<file path="config.mk">
export PLATFORM = sky130hd
export DESIGN_NAME = row_sched_ctrl
export DESIGN_NICKNAME = d
export VERILOG_FILES = /design/src/rtl/row_sched_pkg.sv /design/src/rtl/row_sched_ctrl_row_pass_counter.sv /design/src/rtl/row_sched_ctrl.sv
export SDC_FILE = /design/constraint.sdc
export NUM_CORES = 1
export LEC_CHECK = 0
export CAP_MARGIN = 30
export CORE_UTILIZATION = 32
export DETAILED_ROUTE_END_ITERATION = 10
export GPL_TIMING_DRIVEN = 0
export PLACE_DENSITY_LB_ADDON = 0.2
export SYNTH_ARGS = -nofsm -noshare
export SYNTH_HDL_FRONTEND = slang
export SYNTH_SLANG_ARGS = --single-unit
</file>
<file path="constraint.sdc">
create_clock -name clk -period 2.4 [get_ports clk]
set_input_delay 0.48 -clock clk [delete_from_list [all_inputs] [get_ports clk]]
set_output_delay 0.48 -clock clk [all_outputs]
set_load 0.02 [all_outputs]
</file>
<file path="src/rtl/row_sched_pkg.sv">
// Shared constants, state encoding and width helper for the row scheduler.
package row_sched_pkg;

    // Ceiling log2 used to size index counters from their maximum count.
    function automatic int c_log_2(input int value);
        int r;
        r = 0;
        while ((1 << r) < value) begin
            r = r + 1;
        end
        return r;
    endfunction

    localparam int IF_WIDTH        = 16;
    localparam int ACT_INDEX_WIDTH = c_log_2(IF_WIDTH);
    localparam int SER_PASSES      = 5;
    localparam int ROW_CNT_WIDTH   = 8;
    localparam int PASS_IDX_WIDTH  = c_log_2(SER_PASSES);

    localparam logic MODE_PAR = 1'b0;
    localparam logic MODE_SER = 1'b1;

    typedef enum logic [1:0] {
        S_IDLE = 2'd0,
        S_LOAD = 2'd1,
        S_RUN  = 2'd2,
        S_DONE = 2'd3
    } state_t;

endpackage

</file>
<file path="src/rtl/row_sched_ctrl_row_pass_counter.sv">
// Per-row cycle counter: holds the pass length, the in-pass cycle index and
// the pass index, and flags the last cycle of a pass and the final pass of a row.
module row_pass_counter
    import row_sched_pkg::*;
(
    input  logic                       clk,
    input  logic                       reset,
    input  logic                       load,
    input  logic                       run,
    input  logic                       mode_ser,
    input  logic [ACT_INDEX_WIDTH-1:0] row_val_num,
    output logic [ACT_INDEX_WIDTH-1:0] cnt,
    output logic                       last_cycle,
    output logic                       last_pass
);

    localparam logic [PASS_IDX_WIDTH-1:0] LAST_PASS_IDX = PASS_IDX_WIDTH'(SER_PASSES - 1);

    logic [ACT_INDEX_WIDTH-1:0] len;
    logic [PASS_IDX_WIDTH-1:0]  pass_idx;
    logic                       zero_row;

    // An empty row still takes one cycle, so its length is forced to 1.
    assign last_cycle = (cnt == (len - ACT_INDEX_WIDTH'(1)));
    assign last_pass  = (mode_ser == MODE_PAR) || zero_row || (pass_idx == LAST_PASS_IDX);

    // Latch the row length on load; step cnt, wrapping into the next pass or back to 0 at row end.
    always_ff @(posedge clk or posedge reset) begin
        if (reset) begin
            len      <= '0;
            zero_row <= 1'b0;
            cnt      <= '0;
            pass_idx <= '0;
        end else if (load) begin
            len      <= (row_val_num == '0) ? ACT_INDEX_WIDTH'(1) : row_val_num;
            zero_row <= (row_val_num == '0);
            cnt      <= '0;
            pass_idx <= '0;
        end else if (run) begin
            if (last_cycle) begin
                cnt      <= '0;
                pass_idx <= last_pass ? '0 : pass_idx + PASS_IDX_WIDTH'(1);
            end else begin
                cnt <= cnt + ACT_INDEX_WIDTH'(1);
            end
        end
    end

endmodule

</file>
<file path="src/rtl/row_sched_ctrl.sv">
// Layer sequencer for mem_controller: issues the start pulse, holds the mode,
// walks the rows and generates the per-pass and per-row completion pulses.
module row_sched_ctrl
    import row_sched_pkg::*;
(
    input  logic                       clk,
    input  logic                       reset,
    input  logic                       cfg_start,
    input  logic                       cfg_mode,
    input  logic [ROW_CNT_WIDTH-1:0]   cfg_rows,
    input  logic                       en,
    input  logic [ACT_INDEX_WIDTH-1:0] row_val_num,
    output logic                       start,
    output logic                       mode,
    output logic [ACT_INDEX_WIDTH-1:0] cnt,
    output logic                       row_finish_done_0,
    output logic                       row_cal_done,
    output logic                       row_finish_done_1,
    output logic                       busy,
    output logic                       done
);

    state_t                     state_q;
    state_t                     state_d;
    logic                       mode_q;
    logic                       start_q;
    logic [ROW_CNT_WIDTH-1:0]   rows_q;
    logic [ROW_CNT_WIDTH-1:0]   row_idx_q;
    logic                       accept;
    logic                       load;
    logic                       run;
    logic                       last_cycle;
    logic                       last_pass;
    logic                       row_end;
    logic                       last_row;

    assign accept   = (state_q == S_IDLE) && cfg_start && (cfg_rows != '0);
    assign load     = (state_q == S_LOAD) && en;
    assign run      = (state_q == S_RUN);
    assign row_end  = run && last_cycle && last_pass;
    assign last_row = (row_idx_q == (rows_q - ROW_CNT_WIDTH'(1)));

    row_pass_counter u_row_pass_counter (
        .clk         (clk),
        .reset       (reset),
        .load        (load),
        .run         (run),
        .mode_ser    (mode_q),
        .row_val_num (row_val_num),
        .cnt         (cnt),
        .last_cycle  (last_cycle),
        .last_pass   (last_pass)
    );

    // State register.
    always_ff @(posedge clk or posedge reset) begin
        if (reset) begin
            state_q <= S_IDLE;
        end else begin
            state_q <= state_d;
        end
    end

    // Next-state decode; a zero-row request skips straight to DONE without a start pulse.
    always_comb begin
        state_d = state_q;
        case (state_q)
            S_IDLE: begin
                if (cfg_start) begin
                    state_d = (cfg_rows != '0) ? S_LOAD : S_DONE;
                end
            end
            S_LOAD: begin
                if (en) begin
                    state_d = S_RUN;
                end
            end
            S_RUN: begin
                if (row_end) begin
                    state_d = last_row ? S_DONE : S_LOAD;
                end
            end
            S_DONE: begin
                state_d = S_IDLE;
            end
            default: begin
                state_d = S_IDLE;
            end
        endcase
    end

    // Layer configuration, row index and the registered start pulse.
    always_ff @(posedge clk or posedge reset) begin
        if (reset) begin
            mode_q    <= MODE_PAR;
            rows_q    <= '0;
            row_idx_q <= '0;
            start_q   <= 1'b0;
        end else begin
            start_q <= accept;
            if (accept) begin
                mode_q    <= cfg_mode;
                rows_q    <= cfg_rows;
                row_idx_q <= '0;
            end else if (row_end && !last_row) begin
                row_idx_q <= row_idx_q + ROW_CNT_WIDTH'(1);
            end
        end
    end

    // Moore output decode from registered state and counter.
    always_comb begin
        busy              = 1'b0;
        done              = 1'b0;
        row_finish_done_0 = 1'b0;
        row_cal_done      = 1'b0;
        case (state_q)
            S_LOAD: busy = 1'b1;
            S_RUN: begin
                busy              = 1'b1;
                row_finish_done_0 = last_cycle;
                row_cal_done      = last_cycle && last_pass;
            end
            S_DONE: done = 1'b1;
            default: begin
                busy = 1'b0;
            end
        endcase
    end

    assign start             = start_q;
    assign mode              = mode_q;
    assign row_finish_done_1 = 1'b0;

endmodule

</file>
== Word level (Yosys, flattened, before mapping) ==
Cells that the tools add are included.

* Memories: 0
* Bits in read-only memories: 0
* Output and inout port bits: 11
* Bits in registers: 32
* Bits in latches: 0
* Word-level logic and storage cells: 63
* Memory bits (writable): 0

* Mux-type cells: 20
* $mul: 0
* Reduce and logical (&&, ||, !) cells: 19
* Shift-type cells: 0
* Order comparisons: 0
* Equality and inequality tests: 9
* Add/sub/neg operators: 5
* Divide/modulo/power cells: 0
* Bitwise operators: 1

{| class="wikitable"
|+ Operators by type and width
! operator !! number
|-
| 4-bit 2-to-1 mux || 4
|-
| 8-bit 2-to-1 mux || 2
|-
| 3-bit 2-to-1 mux || 4
|-
| 2-bit 2-to-1 mux || 5
|-
| 8-bit by 1-bit adder with 8-bit output, second input constant || 1
|-
| 8-bit equality test || 1
|-
| 2-bit case mux with 4 select lines || 1
|-
| 8-bit nonzero test || 1
|-
| 8-bit by 1-bit subtractor with 8-bit output, second input constant || 1
|-
| 1-bit logical AND || 7
|-
| 2-bit nonzero test || 3
|-
| 4-bit by 1-bit adder with 4-bit output, second input constant || 1
|-
| 2-bit equality test, second input constant || 2
|-
| 4-bit equality test || 1
|-
| 4-bit zero test || 1
|-
| 1-bit 2-to-1 mux || 4
|-
| 2-bit != test, second input constant || 2
|-
| 4-bit by 1-bit subtractor with 4-bit output, second input constant || 1
|-
| 3-bit by 1-bit adder with 3-bit output, second input constant || 1
|-
| 3-bit equality test, second input constant || 1
|-
| 3-bit AND reduction || 1
|-
| 2-bit by 1-bit equality test with 1-bit output, second input constant || 1
|-
| 2-bit zero test || 1
|-
| 1-bit logical OR || 2
|-
| 5 further kinds || 5
|}

== Longest topological paths before layout ==
Gate-level depths: netlist of the first run.

* Word-level depth: 7
* Mapped depth: 9
* Gate-level depth less buffers: 8

== Cells and area by module ==
From an unflattened synthesis of the first run, not the netlist that was laid out.

* Cell total of the unflattened synthesis: 234
* Area, all modules: 2,174.6 sq um

{| class="wikitable"
|+ Modules (own cells, without submodules)
! module !! area an instance (sq um) !! cells each !! seq. area each (sq um) !! instances
|-
| row_sched_ctrl || 1,428.9 || 158 || 500.5 || 1
|-
| row_pass_counter || 745.7 || 76 || 300.3 || 1
|}

== Least setup slack after synthesis of the first run ==
No wires, ideal clock.

* Kind: flip-flop to flip-flop
* Start: reg rows_q[0]
* End: reg state_q[1]
* Data required time: 2,335 ps
* Arrival: 2,413 ps
* Cell stages (with the launch flop): 10
* Clock period less this slack: 2,479 ps
* Path slack: -79 ps
* Cell sequence: dfrtp_1 > inv_1 > ha_1 > or3b_1 > or4_1 > a2111oi_2 > o311a_2 > buf_6 > a211o_1 > a22o_1

* Word-level cells in the longest chain between the ends: 5

{| class="wikitable"
|+ RTL lines
! item !! line !! source
|-
| start, declared || row_sched_ctrl.sv:27 || <nowiki>logic [ROW_CNT_WIDTH-1:0] rows_q;</nowiki>
|-
| start signal, assigned || row_sched_ctrl.sv:103 || <nowiki>rows_q <= cfg_rows;</nowiki>
|-
| 8-bit by 1-bit subtractor with 8-bit output || row_sched_ctrl.sv:41 || <nowiki>assign last_row = (row_idx_q == (rows_q - ROW_CNT_WIDTH'(1)));</nowiki>
|-
| 8-bit equality test || row_sched_ctrl.sv:41 ||
|-
| 2-bit 2-to-1 mux || row_sched_ctrl.sv:80 || <nowiki>state_d = last_row ? S_DONE : S_LOAD;</nowiki>
|-
| 2-bit 2-to-1 mux || row_sched_ctrl.sv:79 || <nowiki>if (row_end) begin</nowiki>
|-
| 2-bit case mux with 4 select lines || row_sched_ctrl.sv:67 || <nowiki>case (state_q)</nowiki>
|-
| end signal, assigned || row_sched_ctrl.sv:60 || <nowiki>state_q <= state_d;</nowiki>
|-
| end, declared || row_sched_ctrl.sv:23 || <nowiki>state_t state_q;</nowiki>
|}

Every way passes these cells. The select of a mux whose other input is x is not followed.
A chain may end at the register's enable or synchronous reset.

== Worst setup path after layout of the first run ==
* Start: reg rows_q[0]
* End: reg row_idx_q[6]

* Word-level cells in the longest chain between the ends: 5

{| class="wikitable"
|+ RTL lines
! item !! line !! source
|-
| 8-bit by 1-bit subtractor with 8-bit output || row_sched_ctrl.sv:41 ||
|-
| 8-bit equality test || row_sched_ctrl.sv:41 ||
|-
| 1-bit zero test || row_sched_ctrl.sv:105 || <nowiki>end else if (row_end && !last_row) begin</nowiki>
|-
| 1-bit logical AND || row_sched_ctrl.sv:105 ||
|-
| 2-bit nonzero test (no source line) || - ||
|-
| end signal, assigned || row_sched_ctrl.sv:106 || <nowiki>row_idx_q <= row_idx_q + ROW_CNT_WIDTH'(1);</nowiki>
|-
| end, declared || row_sched_ctrl.sv:28 || <nowiki>logic [ROW_CNT_WIDTH-1:0] row_idx_q;</nowiki>
|}

Every way passes these cells.

==> impl_metrics.yaml, run 1 <==
outcome:
  status: "finished, violations left"
  failed_checks: "setup timing"
timing:
  final.period_utilization_pct: 107.6
  fin_crit_ns: 2.582
  finalHoldViolCount: 0
  max-slew-margin-rel_pct: 62.89
  layout_setup_ws_ns: -0.1824
  holdWs_ns: 0.5223
  fmax_mhz: 387.2
  drv_slew: 0
  finClkSkew_ns: 0.007114
  grt_setup_unrepaired: "yes"
  finalSetupViolCount: 10
  worstMarginPinSlew_ns: 0.5560
cells_and_area:
  finalNonFillerCells: 343
  syn_to_final_growth_pct: 40.69
  multi_input_area_um2: 1210
  drive_gt1_share_pct: 27.99
  stdcell_area_um2: 2808
  fin_util_pct: 47.14
  seqCellArea_um2: 802.0
  nets: 295
  fillers: 579
  antenna_cells: 0
drt:
  drt_wl_total_mm: 4.905
  drc: 0
  via_count: 1741
  drt_first_pass_iters: 5
  avgViaCountPerCell: 5.076
  wl_per_cell_um: 14.30
  drt_iter0_drc: 42
  route.antenna.remaining_nets: 0
logic_synthesis:
  synth_area_um2: 1996
  synth_edf_count: 0
  yosys.area.top_type_share_pct: 40.13
  yosysWarnings: 0
  ys_seq_elements: 32
  synth_cell_types: 46
  dominantRegCellSynth: "dfrtp_1"
  postSynthAreaPerCell_um2: 9.326
  synth_cells: 214
  yosysMostFrequentCell: "dfrtp_1"
  netlist_top_cells_area: "dfrtp_1 (40%), ha_1 (6.9%), nand2_1 (4.7%)"
  synth_common_cells: "dfrtp_1 (32), nand2_1 (25), inv_1 (18), o21ai_0 (14), a21oi_1 (12)"
  ys_async_sr_fraction_pct: 100.0
  ys_seq_area_share_pct: 40.13
  synth_nets: 242
  yosys.area.top_type: "dfrtp_1"
clocking:
  cts_sinks: 32
  clk_latency_ns: 0.29
  cts.path.max_buffers: 2
  htreeDepth: 2
  cts_tree: "built"
  path_clk_slew_ns: 0.08
  cts_made_buffers: 5
  cts_root_buf: "clkbuf_8"
global_routing:
  antenna_found_initial: 0
  grt_pass1_wl_mm: 7.969
  grt_usage_pct: 15.98
  grt_max_degree: 22
  overflow: 0
  grt_pass1_vias: 1716
floorplanning:
  dieHeight_um: 80.97
  start_util_pct: 33.51
  core-area_um2: 5956
  fp-row-count: 28
  io_pins: 28
  die_w_um: 80.97
  die-area_um2: 6556
setup_path:
  cp-end-kind: "flop"
  required_ns: 2.62
  cp_max_fo: 4
  arrival_ns: 2.80
  crit_type: "flop to flop"
  cp-start-kind: "flop"
placement:
  numPlacedInstances: 316
  finalWeightedCongestion: 0.7385
  dpl-instance-area_um2: 2399
  port_buffers: 26
  pre_cts_slack_ns: -0.3710
  place_hpwl_mm: 3.311
flow_run:
  drv_cap: 0
pwr:
  p_leak_nw: 1.179
  powerDensity_nw_per_um2: 1129
  max-vdd-ir-drop_mv: 0.6675
hold_path:
  hold_path.class: "flop to flop"
-- registers in the layout (all words and copies together), names as in the netlist --
register,count
start,1
u_row_pass_counter.len,4
row_idx_q,8
u_row_pass_counter.zero_row,1
u_row_pass_counter.pass_idx,3
mode,1
state_q,2
u_row_pass_counter.cnt,4
rows_q,8
-- path summary, 6_finish.rpt --
kind,slack [ns],startpoint,depth (start not counted),to
worst min register to register,0.52,u_row_pass_counter.len[3],2,u_row_pass_counter.len[3]
min in group asynchronous,0.55,reset,2,u_row_pass_counter.len[3]
worst min-delay path,0.52,u_row_pass_counter.len[3],2,u_row_pass_counter.len[3]
max in group asynchronous,1.34,reset,3,u_row_pass_counter.cnt[2]
worst max-delay path,-0.18,rows_q[0],8,row_idx_q[6]
worst max register to register,-0.18,rows_q[0],8,row_idx_q[6]
-- through the flow --
| step | total power [mW] | TNS [ns] |
|---|---|---|
| 2_1_floorplan | 1.873 | -0.02112 |
| 3_3_place_gp | 2.233 | -2.305 |
| 3_5_place_dp | 2.256 | -2.618 |
| 4_1_cts | 2.917 | -1.601 |
| 5_1_grt | 3.413 | -2.009 |
| 6_report | 3.170 | -1.101 |
-- cell type report --
type / count / share of cell area [%]
Multi-Input combinational cell: 156 / 43.09
Sequential cell: 32 / 28.57
Timing Repair Buffer: 46 / 16.31
Tap cell: 75 / 3.342
Clock buffer: 5 / 2.451
Inverter: 18 / 2.406
Buffer: 8 / 2.317
Clock inverter: 3 / 1.515
-- report_power, final --
group / switching [mW] / internal (mW) / leakage, nW
Sequential: 0.205 / 0.713 / 0.414
Combinational: 0.849 / 0.870 / 0.711
Clock: 0.225 / 0.307 / 0.0541
Total: 1.28 / 1.89 / 1.18
-- layer usage --
layer | part of all wire (%) | track usage [%] | up-vias
met1 | 47 | 19.67 | 854
met4 | 1.0 | 4.821 | 0
met3 | 2.7 | 3.371 | 6
met2 | 49 | 27.82 | 22
met5 | 0 | 0 | -
li1 | - | - | 859
-- cells by family (layout without fill, tap and decap cells) --
group / after synthesis / in the layout / synth area share [%]
and+or+nand+nor: 75 / 75 / 20.38
AOI/OAI and AO/OA: 47 / 47 / 15.11
DFF: 32 / 32 / 40.13
buffers and inverters: 26 / 80 / 5.956
xor gates and xnor gates: 13 / 13 / 6.395
adders and majority gates: 11 / 11 / 6.896
muxes: 9 / 9 / 4.953
other: 1 / 1 / 0.1879
-- timing repair --
item	in CTS	in global routing
setup endpoints to repair	11	11
gates cloned	0	1
gates resized for setup	14	32
hold endpoints to repair	0	0
pin swaps	9	24
setup buffers	8	10
hold buffers	0	0
-- placed cells by master, fill, tap and decap left out, types with 5 or more instances in the layout --
cell type / n
ha_1: 9
inv_2: 5
o21ai_0: 13
o31ai_1: 5
clkbuf_8: 5
inv_1: 13
nor2_1: 9
dfrtp_1: 31
a21oi_1: 9
buf_6: 5
clkdlybuf4s50_1: 24
or4_4: 5
xnor2_1: 8
nand2_1: 24
mux2_2: 7
buf_4: 17
-- critical path, stage by stage, from the launching register on --
cell      delay, ns
dfrtp_1        0.41
buf_6          0.13
or4_4          0.56
o211ai_1       0.18
o31ai_1        0.11
o311a_4        0.36
buf_6          0.13
or4_4          0.47
a21oi_2        0.15
Note: power is estimated with default switching activity, not from simulation.
==> run 2, diff against run 1 <==
--- a/config.mk
+++ b/config.mk
@@ -5,11 +5,12 @@
 export SDC_FILE = /design/constraint.sdc
 export NUM_CORES = 1
 export LEC_CHECK = 0
-export CAP_MARGIN = 30
+export CAP_MARGIN = 10
 export CORE_UTILIZATION = 32
 export DETAILED_ROUTE_END_ITERATION = 10
 export GPL_TIMING_DRIVEN = 0
 export PLACE_DENSITY_LB_ADDON = 0.2
+export SETUP_SLACK_MARGIN = 0.4
 export SYNTH_ARGS = -nofsm -noshare
 export SYNTH_HDL_FRONTEND = slang
 export SYNTH_SLANG_ARGS = --single-unit
==> run 2 against run 1 <==
- fmax up 2.3%
- the flow still finishes with violations (setup timing)
- clock power up 10%
- critical path type unchanged
- register-to-register slack better by 0.06 ns
- via count up 0.17%
- worst setup slack better by 0.058 ns
- largest cell class unchanged
- count of clock-buffer cells in the layout up 2
- hold slack worse by 0.013 ns
- combinational power up 8%
- critical path depth unchanged
- largest power group unchanged
- die area unchanged
- global-route usage up 0.21 points
==> impl_metrics.yaml, run 2 (same netlist as run 1, synthesis figures left out) <==
placement:
  port_buffers: 26
  pre_cts_slack_ns: -0.2912
  finalWeightedCongestion: 0.7851
  numPlacedInstances: 316
  place_hpwl_mm: 3.244
clocking:
  cts_sinks: 32
  ctsHoldBuffers: 0
  htreeDepth: 2
  path_clk_slew_ns: 0.07
  clk_latency_ns: 0.29
  cts_root_buf: "clkbuf_8"
  cts_tree: "built"
  cts.path.max_buffers: 2
  cts_made_buffers: 5
pwr:
  p_leak_nw: 1.222
  max-vdd-ir-drop_mv: 0.6143
  powerDensity_nw_per_um2: 1171
  p_total_mw: 3.353
cells_and_area:
  nets: 297
  antenna_cells: 0
  fillers: 584
  final_common_cell: "dfrtp_1"
  final_cell_mix: "dfrtp_1 (31), nand2_1 (24), clkdlybuf4s50_1 (22)"
  top_regs: "row_idx_q (8), rows_q (8)"
  finalNonFillerCells: 345
  drive_gt1_share_pct: 30.37
  syn_to_final_growth_pct: 43.45
floorplanning:
  die-area_um2: 6556
  dieHeight_um: 80.97
  core-area_um2: 5956
  fp-row-count: 28
  die_w_um: 80.97
  io_pins: 28
  start_util_pct: 33.51
timing:
  finalSetupViolCount: 10
  holdWs_ns: 0.5097
  fin_crit_ns: 2.524
  finalHoldViolCount: 0
  max-slew-margin-rel_pct: 48.56
  layout_setup_ws_ns: -0.1242
  fmax_mhz: 396.2
  finalSetupTns_ns: -1.033
  finClkSkew_ns: 0.009854
  worstMarginPinSlew_ns: 0.7708
  final.period_utilization_pct: 105.2
  grt_setup_unrepaired: "yes"
  drv_slew: 0
setup_path:
  arrival_ns: 2.74
  cp_max_fo: 5
  crit_chain: "inv_2 > ha_4 > xor2_2 > nand3_2 > or3_4 > or4_4 > or3_1 > a21oi_1"
  cp_slowest_cell: "or4_4"
  cp-start-kind: "flop"
  crit_path_max_incr_delay_ns: 0.55
  required_ns: 2.61
  worst-path-buf-inv: 1
  crit_type: "flop to flop"
  cp-end-kind: "flop"
  crit_family: "simple AND/OR/NAND/NOR gates"
  regToRegStartpoint: "u_row_pass_counter.len[1]"
  startpoint: "u_row_pass_counter.len[1]"
drt:
  drc: 0
  wl_per_cell_um: 13.81
  drt_wl_total_mm: 4.764
  met3_length_um: 149
  drt_iter0_drc: 94
  dr.max_layer_used: "met4"
  via_count: 1744
  avgViaCountPerCell: 5.055
  drt-met1-wl_mm: 2.121
  wl_met2_mm: 2.416
  drt_first_pass_iters: 4
  route.antenna.remaining_nets: 0
global_routing:
  grt_usage_pct: 16.19
  grt_pass1_wl_mm: 8.052
  grt_max_degree: 18
  grt_pass1_vias: 1726
  overflow: 0
  antenna_found_initial: 0
outcome:
  status: "finished, violations left"
  failed_checks: "setup timing"
hold_path:
  holdCritStartpoint: "u_row_pass_counter.zero_row"
  hold_path.class: "flop to flop"
flow_run:
  drv_cap: 0
## run 2: changes by cell type in the layout (fill, tap and decap cells not counted), moves of 2 or more
cell and delta:
buf_4 +3, clkbuf_8 +2, clkdlybuf4s50_1 -2, inv_2 -2, o31ai_1 -2
## run 2: metrics by stage
| stage | area [um^2] | util (%) |
|---|---|---|
| floorplan | 2029 | - |
| global placement | 2384 | 40.02 |
| detailed placement | 2411 | 40.48 |
| CTS | 2684 | 45.06 |
| global route | 2863 | 48.07 |
| finish | 2863 | 48.07 |
## run 2: timing repair
item / 4_1_cts / 5_1_grt
setup buffers: 11 / 9
gates cloned: 1 / 0
resized for setup: 26 / 28
pin swaps: 8 / 17
endpoints found under the setup margin: 17 / 25
## run 2: path summary, 6_finish.rpt
path	slack, ns	to	cells past startpoint
max reg2reg	-0.12	row_idx_q[7]	8
max in group asynchronous	1.23	row_idx_q[1]	3
max	-0.12	row_idx_q[7]	8
min in group asynchronous	0.63	rows_q[5]	2
min	0.51	u_row_pass_counter.zero_row	1
min reg2reg	0.51	u_row_pass_counter.zero_row	1
## run 2: area by class of cell
type / count / area [um^2] / share of cell area, %
Buffer: 8 / 62.56 / 2.185
Timing Repair Buffer: 48 / 456.7 / 15.95
Tap cell: 75 / 93.84 / 3.278
Sequential cell: 32 / 802.0 / 28.02
Clock buffer: 7 / 96.34 / 3.365
Inverter: 18 / 72.57 / 2.535
Clock inverter: 1 / 30.03 / 1.049
Multi-Input combinational cell: 156 / 1249 / 43.62
## run 2: worst register-to-register path: cells and delay by family, from the launching register on
family          cells  cell delay [ns]
fa+ha+maj           1             0.27
flops               1             0.36
simple gates        4             1.44
buf+inv             1             0.06
xor+xnor            1             0.17
compound gates      1             0.14
## run 2: layer usage
metal  global-route usage [%]  up-vias
met2                    28.74       26
met5                        0        -
met3                    3.596        6
li1                         -      866
met4                    5.714        0
met1                    19.04      846
## run 2: report_power, final
group | internal [mW] | total, mW | switching [mW]
registers | 0.713 | 0.911 | 0.198
clock network | 0.367 | 0.587 | 0.221
logic | 0.949 | 1.85 | 0.905
total | 2.03 | 3.35 | 1.32
==> run 3, diff against run 2 <==
--- a/config.mk
+++ b/config.mk
@@ -5,6 +5,7 @@
 export SDC_FILE = /design/constraint.sdc
 export NUM_CORES = 1
 export LEC_CHECK = 0
+export ABC_AREA = 1
 export CAP_MARGIN = 10
 export CORE_UTILIZATION = 32
 export DETAILED_ROUTE_END_ITERATION = 10
==> run 3 against run 2 <==
- the flow now finishes without violations
- clock skew shrank 0.0061 ns
- sequential power shrank 3.8%
- synthesized cell count grew 34%
- critical endpoint is now row_cal_done
- fmax grew 15%
- count of clock-buffer cells in the layout is the same
- sequential cell count is the same
- largest power group unchanged
==> impl_metrics.yaml, run 3 <==
outcome:
  status: "completed"
pwr:
  swShare_pct: 44.60
  p_total_mw: 2.860
  max-vdd-ir-drop_mv: 0.5063
  power_switching_mw: 1.276
  p_leak_nw: 1.439
  seqPwrFrac_pct: 30.6
  combPwrFrac_pct: 53.4
  powerDensity_nw_per_um2: 1055
  p_int_mw: 1.584
  clockPowerShare_pct: 16.0
logic_synthesis:
  synth_cells: 286
  ys_seq_area_share_pct: 36.85
  synth_area_um2: 2173
  ys_async_sr_fraction_pct: 100.0
  synth_edf_count: 0
  yosysMostFrequentCell: "nand2_1"
  synth_cell_types: 30
  yosys.area.top_type_share_pct: 36.85
  yosys.area.top_type: "dfrtp_1"
  synth_nets: 314
  dominantRegCellSynth: "dfrtp_1"
  postSynthAreaPerCell_um2: 7.599
  netlist_top_cells_area: "dfrtp_1 (37%), nand2_1 (13%), inv_1 (8.8%)"
  ys_seq_elements: 32
  synth_common_cells: "nand2_1 (77), inv_1 (51), dfrtp_1 (32), nor2_1 (21), o21ai_0 (18)"
  yosysWarnings: 0
clocking:
  cts.path.max_buffers: 2
  htreeDepth: 2
  cts_root_buf: "clkbuf_8"
  path_clk_slew_ns: 0.07
  cts_sinks: 32
  cts_tree: "built"
  cts_made_buffers: 5
  clk_latency_ns: 0.28
  ctsHoldBuffers: 0
drt:
  drt_iter0_drc: 92
  route.antenna.remaining_nets: 0
  drt_first_pass_iters: 4
  drc: 0
  drt_wl_total_mm: 4.666
  wl_per_cell_um: 11.58
  avgViaCountPerCell: 4.511
  via_count: 1818
cells_and_area:
  syn_to_final_growth_pct: 24.76
  nets: 354
  antenna_cells: 0
  final_common_cell: "nand2_1"
  top_regs: "row_idx_q (8), rows_q (8)"
  drive_gt1_share_pct: 11.35
  final_cell_mix: "nand2_1 (77), inv_1 (49), dfrtp_1 (32)"
global_routing:
  antenna_found_initial: 0
  overflow: 0
  grt_pass1_wl_mm: 8.576
  grt_pass1_vias: 1867
  grt_usage_pct: 15.11
  grt_max_degree: 18
setup_path:
  crit_path_max_incr_delay_ns: 0.36
  required_ns: 1.92
  crit_chain: "inv_2 > ha_4 > xor2_1 > nand2_1 > nor2_4 > nand3_4 > nor2_8 > buf_6"
  arrival_ns: 1.71
  cp_max_fo: 3
  worst-path-buf-inv: 2
  cp-end-kind: "primary output"
  cp_slowest_cell: "dfrtp_1"
  crit_type: "flop to primary output"
  crit_family: "simple AND/OR/NAND/NOR gates"
  cp-start-kind: "flop"
timing:
  holdWs_ns: 0.5246
  fin_crit_ns: 2.194
  finalHoldViolCount: 0
  finClkSkew_ns: 0.003796
  final.period_utilization_pct: 91.40
  fmax_mhz: 455.9
  drv_slew: 0
  worstMarginPinSlew_ns: 0.7564
  finalSetupViolCount: 0
  grt_setup_unrepaired: "yes"
  max-slew-margin-rel_pct: 49.51
floorplanning:
  start_util_pct: 33.65
  dieHeight_um: 84.41
  io_pins: 28
  die-area_um2: 7125
  die_w_um: 84.41
  fp-row-count: 29
  core-area_um2: 6459
hold_path:
  hold_path.class: "flop to flop"
placement:
  place_hpwl_mm: 3.508
  port_buffers: 26
  finalWeightedCongestion: 0.7597
flow_run:
  drv_cap: 0
run 3: cell count changes after synthesis, moves of 5 or more:
cell,before,now
nand3_1,4,16
nand2_1,25,77
nor2_1,10,21
inv_1,18,51
or4_1,5,0
a21oi_1,12,1
o31ai_1,6,0
nand4_1,0,11
mux2_2,7,0
xor2_1,3,14
run 3: cells by family (layout without fill, tap and decap cells):
group           after synthesis  count (layout)  synth area share, %
simple gates                142             142                31.84
xor+xnor                     19              19                7.657
flops                        32              32                36.85
buf+inv                      57              97                11.05
compound gates               24              24                6.103
other cells                   1               1               0.1725
fa+ha+maj                    11              11                6.333
run 3: layout make-up:
class | instances | area [um^2]
Buffer | 6 | 48.80
Fill cell | 673 | 3747
Sequential cell | 32 | 800.8
Clock buffer | 7 | 96.34
Multi-Input combinational cell | 197 | 1145
Inverter | 51 | 191.4
Timing Repair Buffer | 33 | 332.8
Tap cell | 77 | 96.34
run 3: power groups by stage:
stage | Combinational (mW) | Sequential (mW) | Clock [mW]
finish | 1.53 | 0.876 | 0.457
detailed placement | 1.48 | 0.887 | 0
global placement | 1.45 | 0.887 | 0
global route | 1.76 | 0.909 | 0.498
floorplan | 1.09 | 0.883 | 0
CTS | 1.54 | 0.879 | 0.475
run 3: routing by layer:
| layer | up-vias | global-route usage (%) | wire length [um] |
|---|---|---|---|
| met5 | - | 0 | 0 |
| met4 | 0 | 2.773 | 8 |
| met3 | 2 | 3.638 | 168 |
| met1 | 823 | 19.99 | 2343 |
| met2 | 28 | 25.48 | 2146 |
| li1 | 965 | - | - |
run 3: worst paths after layout:
check / startpoint / to / slack, ns / cells after the start
min reg2reg: u_row_pass_counter.len[1] / u_row_pass_counter.len[1] / 0.52 / 2
max in group asynchronous: reset / state_q[0] / 1.24 / 3
min: u_row_pass_counter.len[1] / u_row_pass_counter.len[1] / 0.52 / 2
min in group asynchronous: reset / u_row_pass_counter.cnt[1] / 0.63 / 2
max reg2reg: u_row_pass_counter.len[0] / row_idx_q[0] / 0.55 / 11
max: u_row_pass_counter.len[0] / row_cal_done / 0.21 / 8
run 3: through the flow:
stage	setup WS, ns	util, %	cells	setup TNS, ns	instance area (um^2)
finish	0.2064	41.98	403	0	2711
global route	0.07536	41.98	403	0	2711
CTS	0.1735	41.82	402	0	2701
detailed placement	-0.2060	39.60	390	-0.2599	2557
global placement	-0.1809	39.17	389	-0.2255	2530
floorplan	0.5558	-	286	0	2173
run 3: worst reg2reg max path, stage by stage (launching register included):
cell     delay [ns]
dfrtp_1        0.36
inv_2          0.07
ha_4           0.26
xor2_1         0.14
nand2_1        0.10
nor2_4         0.13
nand3_4        0.11
nor2_8         0.15
buf_4          0.22
nand2_8        0.09
nand3_1        0.07
nand2_1        0.05
run 3: what timing repair did:
| action | CTS | global route |
|---|---|---|
| buffers inserted | 5 | 1 |
| setup endpoints to repair | 3 | 5 |
| pin swaps | 5 | 0 |
| gates resized for setup | 16 | 1 |
